File: src/rtl/mips_cpu_reg_writeback.sv
// Register-file write-side driver: ALU results and load responses feed a small FIFO
// that drains one entry per cycle onto the register file write port.
// Latency: an entry accepted at edge k appears on the write port in cycle k..k+1 and commits at edge k+1.
// Backpressure: alu_ready drops while a load is offered, or when the FIFO is full and not draining.
// Loads cannot be stalled; they are dropped when the FIFO is full or the access is misaligned.
//
// Optional feature: define WB_V0_SHADOW_EN to add the register_v0 output (shadow of register 2).
//
// Ports:
//   clk, reset (async, active-low)
//   alu_valid/alu_ready/alu_dest/alu_data       ALU result handshake
//   mem_valid/mem_dest/mem_data/mem_size/
//   mem_unsigned/mem_addr_lo                    load response (no backpressure)
//   wb_stall                                    hold the FIFO head this cycle
//   writeEnable/writeAddress/dataIn             register file write port
//   query_a/query_b -> pend_a/pend_b, fwd_a/fwd_b   decode bypass lookup
//   busy, overflow_err, misalign_err            status / sticky errors
//   register_v0                                 (WB_V0_SHADOW_EN only) v0 shadow
module mips_cpu_reg_writeback #(
  parameter int DEPTH = 4
) (
  input  logic        clk,
  input  logic        reset,
  input  logic        alu_valid,
  output logic        alu_ready,
  input  logic [4:0]  alu_dest,
  input  logic [31:0] alu_data,
  input  logic        mem_valid,
  input  logic [4:0]  mem_dest,
  input  logic [31:0] mem_data,
  input  logic [1:0]  mem_size,
  input  logic        mem_unsigned,
  input  logic [1:0]  mem_addr_lo,
  input  logic        wb_stall,
  output logic        writeEnable,
  output logic [4:0]  writeAddress,
  output logic [31:0] dataIn,
  input  logic [4:0]  query_a,
  input  logic [4:0]  query_b,
  output logic        pend_a,
  output logic        pend_b,
  output logic [31:0] fwd_a,
  output logic [31:0] fwd_b,
  output logic        busy,
  output logic        overflow_err,
  output logic        misalign_err
`ifdef WB_V0_SHADOW_EN
  ,
  output logic [31:0] register_v0
`endif
);

  localparam int PW = $clog2(DEPTH);
  localparam int CW = PW + 1;

  logic [4:0]    dest_q [DEPTH];
  logic [31:0]   data_q [DEPTH];
  logic [PW-1:0] wr_ptr;
  logic [PW-1:0] rd_ptr;
  logic [CW-1:0] count;

  // ---------------------------------------------------------------------------
  // Load alignment and extension
  // ---------------------------------------------------------------------------
  logic [31:0] ld_data;
  logic        ld_misalign;
  logic [7:0]  ld_byte;
  logic [15:0] ld_half;

  always_comb begin
    ld_data     = '0;
    ld_misalign = 1'b0;
    ld_byte     = mem_data[{mem_addr_lo, 3'b000} +: 8];
    ld_half     = mem_addr_lo[1] ? mem_data[31:16] : mem_data[15:0];
    case (mem_size)
      2'b00: begin
        ld_data = {{24{ld_byte[7] & ~mem_unsigned}}, ld_byte};
      end
      2'b01: begin
        ld_misalign = mem_addr_lo[0];
        ld_data     = {{16{ld_half[15] & ~mem_unsigned}}, ld_half};
      end
      default: begin
        // size 11 behaves as a word access
        ld_misalign = (mem_addr_lo != 2'b00);
        ld_data     = mem_data;
      end
    endcase
  end

  // ---------------------------------------------------------------------------
  // Handshake / FIFO control
  // ---------------------------------------------------------------------------
  logic        full;
  logic        pop;
  logic        room;
  logic        mem_take;
  logic        alu_take;
  logic        push;
  logic [4:0]  push_dest;
  logic [31:0] push_data;

  assign full = (count == CW'(DEPTH));
  assign busy = (count != '0);
  assign pop  = busy && !wb_stall;
  // Dequeue and enqueue share the cycle, so a draining full FIFO still has room.
  assign room = !full || pop;

  assign mem_take  = mem_valid && !ld_misalign && room;
  // reset gates alu_ready so no handshake completes while the block is held in reset.
  assign alu_ready = reset && !mem_valid && room;
  assign alu_take  = alu_valid && alu_ready;

  // Writes to register 0 complete their handshake but are never queued.
  assign push      = (mem_take && (mem_dest != 5'd0)) || (alu_take && (alu_dest != 5'd0));
  assign push_dest = mem_valid ? mem_dest : alu_dest;
  assign push_data = mem_valid ? ld_data  : alu_data;

  assign writeEnable  = pop;
  assign writeAddress = dest_q[rd_ptr];
  assign dataIn       = data_q[rd_ptr];

  always_ff @(posedge clk or negedge reset) begin
    if (!reset) begin
      wr_ptr       <= '0;
      rd_ptr       <= '0;
      count        <= '0;
      overflow_err <= 1'b0;
      misalign_err <= 1'b0;
    end else begin
      if (push) wr_ptr <= wr_ptr + PW'(1);
      if (pop)  rd_ptr <= rd_ptr + PW'(1);
      case ({push, pop})
        2'b10:   count <= count + CW'(1);
        2'b01:   count <= count - CW'(1);
        default: count <= count;
      endcase
      if (mem_valid && ld_misalign)          misalign_err <= 1'b1;
      if (mem_valid && !ld_misalign && !room) overflow_err <= 1'b1;
    end
  end

  // Payload storage needs no reset: every read is qualified by count.
  always_ff @(posedge clk) begin
    if (push) begin
      dest_q[wr_ptr] <= push_dest;
      data_q[wr_ptr] <= push_data;
    end
  end

  // ---------------------------------------------------------------------------
  // Bypass lookup: walk entries oldest to youngest so the youngest match wins.
  // Entries pushed this cycle are not yet counted, hence invisible until next cycle.
  // ---------------------------------------------------------------------------
  always_comb begin : bypass_scan
    logic [PW-1:0] idx;
    pend_a = 1'b0;
    pend_b = 1'b0;
    fwd_a  = '0;
    fwd_b  = '0;
    idx    = '0;
    for (int i = 0; i < DEPTH; i++) begin
      idx = rd_ptr + PW'(i);
      if (CW'(i) < count) begin
        if ((query_a != 5'd0) && (dest_q[idx] == query_a)) begin
          pend_a = 1'b1;
          fwd_a  = data_q[idx];
        end
        if ((query_b != 5'd0) && (dest_q[idx] == query_b)) begin
          pend_b = 1'b1;
          fwd_b  = data_q[idx];
        end
      end
    end
  end

`ifdef WB_V0_SHADOW_EN
  // v0 shadow mirrors what the register file holds, including the write in flight.
  logic [31:0] v0_q;

  always_ff @(posedge clk or negedge reset) begin
    if (!reset) begin
      v0_q <= '0;
    end else if (writeEnable && (writeAddress == 5'd2)) begin
      v0_q <= dataIn;
    end
  end

  assign register_v0 = (writeEnable && (writeAddress == 5'd2)) ? dataIn : v0_q;
`endif

endmodule

File: config.mk
export PLATFORM = sky130hd
export DESIGN_NAME = mips_cpu_reg_writeback
export DESIGN_NICKNAME = d
export VERILOG_FILES = /design/src/rtl/mips_cpu_reg_writeback.sv
export SDC_FILE = /design/constraint.sdc
export NUM_CORES = 1
export LEC_CHECK = 0
export ABC_AREA = 1
export CAP_MARGIN = 10
export CORE_MARGIN = 2
export CORE_UTILIZATION = 54
export DETAILED_ROUTE_END_ITERATION = 10
export PLACE_DENSITY = 0.8
export SLEW_MARGIN = 20
export SYNTH_ARGS = -nofsm -noshare
export SYNTH_HDL_FRONTEND = slang
export SYNTH_SLANG_ARGS = --single-unit
File: constraint.sdc
create_clock -name clk -period 3.85 [get_ports clk]
set_input_delay 0.77 -clock clk [delete_from_list [all_inputs] [get_ports clk]]
set_output_delay 0.77 -clock clk [all_outputs]
set_load 0.01 [all_outputs]
==> metrics.md <==
| Metric | Value |
|---|---|
| Post-Place Worst Slack | -0.1256 ns |
| Die width | 160.1 um |
| DIE HEIGHT | 160.1 um |
| GRT met3 Usage | 7.169% |
| CP Max Fanout | 16 |
| Port buffer count | 201 |
| Worst-path clk slew | 0.07 ns |
| Startpoint type of the worst setup path | flop |
| Worst hold path stage count | 1 |
| Worst path max stage delay | 0.53 ns |
| Maxcap violations | 0 |
| Final Wtd Congestion | 0.9607 |
| DRT Wirelength | 46620 um |
| Worst r2r dst | count[2]$_DFFE_PN0P_ |
| N_diodes | 0 |
| Post-synthesis cell count | 2120 |
| Critical path class | reg2out |
| Vias per cell | 5.715 |
| Worst r2r src | count[0]$_DFFE_PN0P_ |
| CTS max path bufs | 2 |
| Layout net count | 2402 |
| Slew Limit Fails | 0 |
| Ports | 202 |
| CTS tree | built |
| Crit path capture type | output port |
| Util after Layout | 70.27% |
| Seq/Total Area, Yosys | 35.47% |
| Gr usage total | 34.74% |
| Synthesis-to-layout area growth | 28.66% |
| Wire per inst | 17.68 um |
| Slew headroom | 30.05% |
| Row count | 57 |
| Die area | 0.02564 mm2 |
| Worst hold start | misalign_err$_DFFE_PN0P_ |
| Vias in the first global route | 14020 |
| Setup_tns | -0.9311 ns |
| Mean post-synth cell area | 6.210 um2 |
| Synthesized cell area | 0.01317 mm2 |
| Pwr Total | 0.01327 W |
| Worst path cell trace | buf_4 -> nand2_1 -> nand2_4 -> buf_4 -> o21ai_4 -> nor2_1 -> o21ai_2 -> nor2_4 -> buf_4 -> clkbuf_16 -> nor2_1 -> nand2_1 -> nand2_1 -> clkdlybuf4s50_1 |
| Setup violators final | 27 |
| Ys Warns | 0 |
| Post-Syn Nets | 2222 |
| Root Driver | clkbuf_16 |
| Max IR drop VDD | 0.4955 mV |
| Crit path required time | 3.08 ns |
| Largest net degree at the start of global routing | 114 |
| Grt met1 use | 42.97% |
| Total clock sinks | 157 |
| First-pass GRT wire length | 70740 um |
| Hpwl dp | 32190 um |
| Synth unique cells | 32 |
| Number of routed nets with antenna violations | 0 |
| Min Tclk post-route | 3.951 ns |
| CTS Buf Count | 17 |
| Via count | 15070 |
| Initial antenna violation count | 1 |
| DR pass1 iterations | 6 |
| Core area | 0.02411 mm2 |
| Crit path from | rd_ptr[1]$_DFFE_PN0N_ |
| R2r setup slk | 1.33 ns |
| Failing checks | negative setup slack |
| Initial core utilization | 54.61% |
| Leak | 8.264 nW |
| DRC viols | 0 |
| Cell Pwr Density | 783.6 mW/mm2 |
| # hold bufs at CTS | 0 |
| Hold Vio Cnt, Final | 0 |
| Final period utilization | 102.6% |
| R2r worst-path depth | 13 |
| Unrepaired setup endpoints after global routing | yes |
| Clock Skew | 0.01331 ns |
| Total gr overflow | 0 |
| Worst hold path endpoint | misalign_err$_DFFE_PN0P_ |
| Met2 usage in global routing | 59.03% |
| Flops & latches, synth | 157 |
| Fin Hold WS | 0.4715 ns |
| Arr. time, crit path | 3.18 ns |
| PnR worst setup slack | -0.1011 ns |
| Tightest Pin Transition | 1.038 ns |
| Hold Crit Class | reg2reg |
| Htree depth | 4 |
| Layout cells sized above 1 | 7.609% |
| Run status | finished, violations left |
| CP max stage cell | clkdlybuf4s50_1 |
| DR iter-0 viols | 1835 |
| Clk Latency, worst-skew pair | 0.44 ns |
| Fmax | 0.2531 GHz |
| Grt peak-use layer | met2 |
[layout make-up]
| type | instances | area, um2 |
|---|---|---|
| multi-input cells | 1584 | 7108 |
| fillers | 2008 | 7167 |
| flip-flops and latches | 157 | 4674 |
| clock inverters | 14 | 147.6 |
| clock buffers | 18 | 429.2 |
| inverters | 241 | 922.1 |
| repair buffers | 299 | 3252 |
| well taps | 324 | 405.4 |
[cells in the mapped netlist, drive strengths merged]
master,number,area (um2)
edfxtp,148,4444
o211ai,7,52.55
xnor2,2,17.52
nor2,260,995.9
ha,8,100.1
a22oi,1,7.510
xor2,7,61.31
o21ai,301,1514
o31ai,1,7.510
inv,239,897.1
a21oi,52,260.3
nand2,747,2809
clkbuf,50,187.7
buf,89,489.2
nand4,66,412.9
nand3,127,645.6
dfrtp,9,225.2
clkinv,2,7.510
o311ai,1,8.760
a21o,1,7.510
nor3,1,5.000
a221oi,1,8.760
[layer usage]
| layer | vias up | wire length (um) |
|---|---|---|
| li1 | 7177 | - |
| met1 | 6800 | 17740 |
| met2 | 934 | 21810 |
| met3 | 159 | 5266 |
| met4 | 0 | 1810 |
| met5 | - | 0 |
[cell families after synthesis]
kind of cell	synth area share (%)
AOI/OAI and AO/OA	14.18
xor gates and xnor gates	0.5988
adders and majority gates	0.7603
buffers and inverters	12.01
DFF	35.47
and+or+nand+nor	36.98
[cells in the final DEF, fill, tap and decap left out, types with 5 or more instances in the layout]
cell | netlist | final
ha_1 | 8 | 8
inv_8 | 0 | 5
inv_1 | 235 | 235
clkbuf_16 | 0 | 22
dlygate4sd2_1 | 0 | 8
buf_6 | 1 | 13
o211ai_1 | 7 | 7
clkdlybuf4s50_1 | 0 | 165
a21oi_1 | 52 | 50
dfrtp_1 | 9 | 7
xor2_1 | 7 | 6
dlymetal6s2s_1 | 0 | 26
o21ai_2 | 2 | 5
nand4_1 | 66 | 66
o21ai_0 | 251 | 248
edfxtp_1 | 148 | 148
nor2_4 | 1 | 12
buf_4 | 19 | 55
buf_12 | 0 | 21
nor2_1 | 254 | 244
nand3_1 | 125 | 119
nand3_2 | 2 | 5
nand2_1 | 745 | 742
o21ai_1 | 48 | 47
[worst max path at each step]
stage                                        end  slack (ns)  cells after the start
after floorplan           data_q[0][0]$_DFFE_PP_        0.23                     10
after global placement                  fwd_b[5]       -0.08                     15
after detailed placement                fwd_b[8]       -0.13                     15
after CTS                              fwd_a[15]       -0.01                     14
after global routing                   fwd_a[24]       -0.21                     16
final                                  fwd_a[25]       -0.10                     14
[sequential cells by signal (all words and copies together) (netlist names)]
| register | cells |
|---|---|
| wr_ptr | 2 |
| dest_q | 20 |
| count | 3 |
| overflow_err | 1 |
| rd_ptr | 2 |
| misalign_err | 1 |
| data_q | 128 |
[critical path: cells and delay by family (launching register included)]
kind | cells | cell delay [ns]
AO/OA/AOI/OAI | 2 | 0.42
buffers and inverters | 5 | 1.19
flip-flops | 1 | 0.45
AND/OR/NAND/NOR | 7 | 0.67
[power breakdown]
part | leakage (nW) | switching, W | internal (W)
Combinational | 6.54 | 0.00594 | 0.00338
Sequential | 1.45 | 0.000125 | 0.00217
Clock | 0.277 | 0.000795 | 0.000866
Total | 8.26 | 0.00686 | 0.00641
[timing repair]
| item | 4_1_cts | 5_1_grt |
|---|---|---|
| resized for setup | 42 | 60 |
| gates cloned | 1 | 6 |
| pin swaps | 3 | 2 |
| setup endpoints to repair | 70 | 60 |
| setup buffers | 8 | 7 |
[per-stage QoR]
step                cell area [um2]  std cells
floorplan                     13170       2120
global placement              15790       2584
detailed placement            15790       2584
CTS                           16560       2624
global route                  16940       2637
finish                        16940       2637
Power figures use the tool's default switching activity.
